### src/rtl/seq_multiplier8.sv
// Sequential shift-and-add multiplier: WIDTH steps per product, valid/ready on both sides.
// Define MUL_SIGNED_EN for two's-complement operands (final step subtracts the multiplicand).
module seq_multiplier8 #(
  parameter int unsigned WIDTH = 8
) (
  input  logic               clk,
  input  logic               rst,
  input  logic               in_valid,
  output logic               in_ready,
  input  logic [WIDTH-1:0]   a,
  input  logic [WIDTH-1:0]   b,
  output logic               out_valid,
  input  logic               out_ready,
  output logic [2*WIDTH-1:0] product,
  output logic               busy
);

  localparam int unsigned CntW = $clog2(WIDTH);

  typedef enum logic [1:0] {StIdle, StCalc, StDone} state_e;

  state_e             state_q, state_d;
  logic [WIDTH-1:0]   mcand_q, mcand_d;
  logic [2*WIDTH-1:0] acc_q, acc_d;
  logic [CntW-1:0]    cnt_q, cnt_d;

  logic [WIDTH-1:0]   hi;
  logic [WIDTH:0]     add_a, add_b, sum;
  logic               last_step;

  assign hi        = acc_q[2*WIDTH-1:WIDTH];
  assign last_step = (cnt_q == CntW'(WIDTH - 1));

  // Adder stage: bit WIDTH of sum is the carry (unsigned) or the sign (signed).
`ifdef MUL_SIGNED_EN
  logic carry_in;

  always_comb begin
    add_a    = {hi[WIDTH-1], hi};
    add_b    = acc_q[0] ? {mcand_q[WIDTH-1], mcand_q} : '0;
    carry_in = 1'b0;
    // The multiplier's sign bit carries weight -2^(WIDTH-1), so the last step subtracts.
    if (last_step && acc_q[0]) begin
      add_b    = ~add_b;
      carry_in = 1'b1;
    end
    sum = add_a + add_b + {{WIDTH{1'b0}}, carry_in};
  end
`else
  always_comb begin
    add_a = {1'b0, hi};
    add_b = acc_q[0] ? {1'b0, mcand_q} : '0;
    sum   = add_a + add_b;
  end
`endif

  always_ff @(posedge clk) begin
    if (rst) begin
      state_q <= StIdle;
      mcand_q <= '0;
      acc_q   <= '0;
      cnt_q   <= '0;
    end else begin
      state_q <= state_d;
      mcand_q <= mcand_d;
      acc_q   <= acc_d;
      cnt_q   <= cnt_d;
    end
  end

  always_comb begin
    state_d = state_q;
    mcand_d = mcand_q;
    acc_d   = acc_q;
    cnt_d   = cnt_q;
    unique case (state_q)
      StIdle: begin
        if (in_valid) begin
          mcand_d = a;
          acc_d   = {{WIDTH{1'b0}}, b};
          cnt_d   = '0;
          state_d = StCalc;
        end
      end
      StCalc: begin
        // Dropping the LSB of {sum, lo} is the right shift; sum's top bit refills hi.
        acc_d = {sum, acc_q[WIDTH-1:1]};
        cnt_d = cnt_q + 1'b1;
        if (last_step) begin
          state_d = StDone;
        end
      end
      StDone: begin
        if (out_ready) begin
          state_d = StIdle;
        end
      end
      default: state_d = StIdle;
    endcase
  end

  always_comb begin
    in_ready  = (state_q == StIdle);
    busy      = (state_q == StCalc);
    out_valid = (state_q == StDone);
    product   = acc_q;
  end

endmodule

### config.mk
export PLATFORM = sky130hd
export DESIGN_NAME = seq_multiplier8
export DESIGN_NICKNAME = d
export VERILOG_FILES = /design/src/rtl/seq_multiplier8.sv
export SDC_FILE = /design/constraint.sdc
export NUM_CORES = 1
export LEC_CHECK = 0
export BUFFER_PORTS_ARGS = -buffer_cell sky130_fd_sc_hd__buf_2
export CELL_PAD_IN_SITES_DETAIL_PLACEMENT = 1
export CELL_PAD_IN_SITES_GLOBAL_PLACEMENT = 1
export CORE_AREA = 2 2 78 88
export DETAILED_ROUTE_END_ITERATION = 10
export DIE_AREA = 0 0 80 90
export PLACE_DENSITY_LB_ADDON = 0.1
export SYNTH_ARGS = -nofsm -noshare
export SYNTH_HDL_FRONTEND = slang
export SYNTH_SLANG_ARGS = --single-unit
### constraint.sdc
create_clock -name clk -period 6.03 [get_ports clk]
set_input_delay 0 -clock clk [delete_from_list [all_inputs] [get_ports clk]]
set_output_delay 0 -clock clk [all_outputs]
set_load 0.02 [all_outputs]
Yosys cells after proc, flatten, opt, wreduce, memory -nomap -nowiden. Index checks and enable logic that the tools add are counted.

Output and inout port bits: 19. Word-level logic and storage cells: 26. Bits in registers: 29. Bits of input ports: 20.

Reduce and logical (&&, ||, !) cells: 5. Add/subtract/negate cells: 2. Muxes and demuxes: 9. Eq/ne operators: 6.

Operators with widths (count): case mux 16 bit (2 select lines) (1); two-way mux 16 bit (1); adder 8 x 8 -> 9 bit (1); two-way mux 8 bit (1); two-way mux 2 bit (3); case mux 2 bit (3 select lines) (1); case mux 3 bit (2 select lines) (1); != test 2 x 1 -> 1 bit, second input constant (2); AND reduction 2 bit (2); adder 3 x 1 -> 3 bit, second input constant (1); equality test 3 bit, second input constant (1); two-way mux 3 bit (1); AND reduction 3 bit (1); equality test 2 x 1 -> 1 bit, second input constant (1); equality test 2 bit, second input constant (1); zero test 2 bit (1); != test 2 bit, second input constant (1); nonzero test 2 bit (1).

Depth between registers and ports, before layout.
Depth after elaboration: 3. Gate-level depth with buffers: 8.

Least setup slack after synthesis. OpenSTA, ideal clock, no wires.

Path kind: register to register. From: register acc_q[0], in the netlist product[0]. To: register acc_q[15], in the netlist product[15]. Arrival time: 1.925 ns. Setup slack: 3.968 ns. Cell stages (with the launch flop): 9. Clock period less this slack: 2.062 ns. Buffers on the path: 0. Library setup time: 0.136 ns. Cells stage by stage: dfxtp_1 and2_1 ha_1 fa_1 a211oi_2 o21bai_2 a21oi_2 nand3b_4 a311oi_2.

Word-level cells in the longest chain between the ends: 3.

RTL lines: start, declared (RTL line 24) `logic [2*WIDTH-1:0] acc_q, acc_d;`; start signal, assigned (RTL line 61) `acc_q <= '0;`; start signal, assigned (RTL line 66) `acc_q <= acc_d;`; two-way mux 8 bit (RTL line 52) `add_b = acc_q[0] ? {1'b0, mcand_q} : '0;`; adder 8 x 8 -> 9 bit (RTL line 53) `sum = add_a + add_b;`; case mux 16 bit (2 select lines) (RTL line 76) `unique case (state_q)`.

Every way passes these cells. A chain may end at the register's enable or synchronous reset.

Worst setup path in the final report. Ends and elaborated chain as after synthesis.

==> metrics.md <==
| Metric | Value |
|---|---|
| Status | finished, final reports clean |
| Summed area of non-filler cells in the final layout | approximately 2100 um^2 |
| Global placer's final weighted congestion | about 0.7 |
| Die Outline Area | between 7000 and 8000 um^2 |
| First drt pass iteration count | 4 |
| Share of the synthesized area in the top cell type | 0.376 |
| Filler cell count in the final layout | 803 |
| Hold Crit Class | in2reg |
| CTS tree | yes |
| DRT antenna net count | 0 |
| Sum of negative setup slack | 0 ns |
| Critical Path AT | between 2 and 2.5 ns |
| Setup-failing EPs final | 0 |
| Antenna violations before repair | 0 |
| Clock-pin transition on the worst setup and hold timing paths | 0.07 ns |
| Storage element area | 581 um^2 |
| Mapped Cells | 180 |
| Setup repair after global routing missed its margin | false |
| Worst slew pin tran | around 0.61 ns |
| DRC errors left | 0 |
| Worst IR Drop VDD | 0.0880 mV |
| Crit Path Class | reg2reg |
| Clock share of power | 0.422 |
| Port-buffer cells | 38 |
| Skew final | about 0.0095 ns |
| Per-cell via count in the routed design | ~4.6 |
| Growth of design area from synthesis to finish | 32.9% |
| Global Route met2 Usage | 0.217 |
| Sequential area share after synthesis | 0.376 |
| Clock tree root driver cell | clkbuf_8 |
| Number of nets in the layout | between 200 and 300 |
| Via count of the first global-routing pass | 1582 |
| Row cnt | 31 |
| Final worst-path cycle share | 0.358 |
| Number of levels the H-tree was split into | 2 |
| Overflow left after global routing | 0 |
| Via count | about 1500 |
| Max-slew violations | 0 |
| Antenna fix cells | 0 |
| 1st-iter DRT viols | 57 |
| Clock buffers created by TritonCTS | 5 |
| Most utilized layer in the global route result | met2 |
| Routed wire length | around 4.2 mm |
| Final core area utilization | 0.323 |
| Die Wd | around 80 um |
| Cell leakage power | between 0.9 and 1 nW |
| Cell area after placement | approximately 1800 um^2 |
| Number of buffers on the longest clock path | 2 |
| Wire length of the first global-routing pass | roughly 7.2 mm |
| Switching share of power | 0.264 |
| Post-Synthesis Cell Area | 1550 um^2 |
| Post-layout minimum cycle time | around 2.2 ns |
| Core Area | around 6400 um^2 |
| Critical path required time | roughly 6.2 ns |
| Initial core utilization | 0.243 |
| Global routing usage summed across all routing layers | 0.124 |
| Number of flip-flops and latches in the synthesized netlist | 29 |
| Layout cell share with drive strength beyond 1 | 0.263 |
| Worst skew pair latency | around 0.28 ns |
| Maxcap violations | 0 |
| Multi-input gate area in the final layout | slightly below 900 um^2 |
| Largest net degree at the start of global routing | 31 |
| Area contributors post-synth | dfxtp_1 (38%), nand2_1 (9.0%), ha_1 (8.1%), a21oi_1 (6.2%), a311oi_1 (3.4%) |
| Clock sinks | 29 |
| Die outline height | 90 um |
| I/O pin count | 39 |
| Per-instance average area after synthesis | 8.58 um^2 |
| Sequential Power Share | 0.422 |
| Critical path capture point type | flop |
| Nets in the synthesized netlist | between 200 and 250 |
| Net switching power of the design | about 0.00013 W |
| Power per standard cell area | 243 nW/um^2 |
| Yosys top cell by area | dfxtp_1 |
| Syn. warnings | 0 |
| Maximum fanout along the worst path | 10 |
| Met1 Resource Use GR | 0.151 |
| Final hold violation count | 0 |
| DP Wirelength | 3.01 mm |
| Relative slew margins | 0.590 |
| Most common cell after layout, fill and taps aside | buf_2 |
| Yosys cell types | 36 |
| Combinational Power Share | 0.156 |
| Startpoint types | flop |
| Met3 Resource Use GR | 0.0271 |
| Number of instances resized during post-cts repair | 0 |
| Commonest cells after routing, fill and taps aside | buf_2 (38), nand2_1 (37), dfxtp_1 (29) |
| Achievable frequency | between 400 and 500 MHz |
| Internal | 0.000368 W |
| Wire length per cell | around 13 um |
-- registers in the layout, summed over array words and instances (netlist names) --
signal	count
state_q	2
cnt_q	3
mcand_q	8
product	16
-- metrics by stage --
step	power (W)	setup slack, ns	instances	hold WS, ns
after global routing	0.000525	3.75	314	0.0838
final	0.000500	3.87	314	0.0307
after floorplan	0.000264	3.97	180	0.136
after detailed placement	0.000287	3.87	290	0.255
after CTS	0.000509	3.84	314	0.0317
after global placement	0.000285	3.92	290	0.241
-- worst max-delay path: stages, from the launching register on --
cell	delay, ns
dfxtp_1	0.38
and2_1	0.17
ha_1	0.22
fa_1	0.45
a211oi_2	0.26
o21bai_2	0.11
a21oi_2	0.18
nand3b_4	0.15
a311oi_2	0.08
-- area by class of cell --
type | instances | area share
multi-input combinational | 138 | 0.431
clock buffer | 6 | 0.0402
tap | 82 | 0.0500
inverter | 2 | 0.00366
timing repair buffer | 55 | 0.174
clock inverter | 2 | 0.0183
sequential | 29 | 0.283
-- cells by family (layout without fill, tap and decap cells) --
group                    Yosys count  in the layout  synth area share
AND/OR/NAND/NOR                   75             75             0.231
AO/OA/AOI/OAI                     48             48             0.225
flip-flops                        29             29             0.376
buffers and inverters             13             65            0.0518
adder cells (fa/ha/maj)           11             11            0.0939
XOR/XNOR                           4              4            0.0227
-- synth_stat cells, drive strengths merged --
library cell	instances
nor2	11
xor2	4
clkbuf	4
nand3	7
a211oi	2
buf	7
nor4	1
a211o	2
and2	9
ha	10
nor3	2
inv	2
o31ai	3
nand2	40
a21o	2
o211ai	2
nor2b	1
a22oi	1
o21ai	5
o21bai	2
a311oi	9
nand2b	3
dfxtp	29
a21oi	20
nand3b	1
fa	1
-- power by group through the flow --
stage / registers (W) / clock network, W / logic (W)
finish: 0.000211 / 0.000211 / 0.0000779
detailed placement: 0.000215 / 0 / 0.0000715
global placement: 0.000215 / 0 / 0.0000697
CTS: 0.000211 / 0.000218 / 0.0000797
global route: 0.000213 / 0.000226 / 0.0000870
floorplan: 0.000221 / 0 / 0.0000432
-- repair_timing --
action | in CTS | in global routing
hold buffers | 16 | 0
endpoints found under the hold margin | 16 | 0
buffers inserted | 0 | 0
-- layer usage --
| metal | vias up | part of all wire | wire, um |
|---|---|---|---|
| met5 | - | 0 | 0 |
| met4 | 0 | 0.0057 | 24 |
| met3 | 2 | 0.034 | 144 |
| met2 | 24 | 0.51 | 2130 |
| met1 | 699 | 0.45 | 1910 |
| li1 | 735 | - | - |
-- worst paths after layout --
| path | start | to | slack (ns) | depth (start not counted) |
|---|---|---|---|---|
| setup / recovery | product[0] | product[15] | 3.87 | 8 |
| setup reg to reg | product[0] | product[15] | 3.87 | 8 |
| hold / removal | out_ready | state_q[1] | 0.03 | 4 |
| hold reg to reg | mcand_q[0] | mcand_q[0] | 0.45 | 2 |
Note: power is estimated with default switching activity, not from simulation.
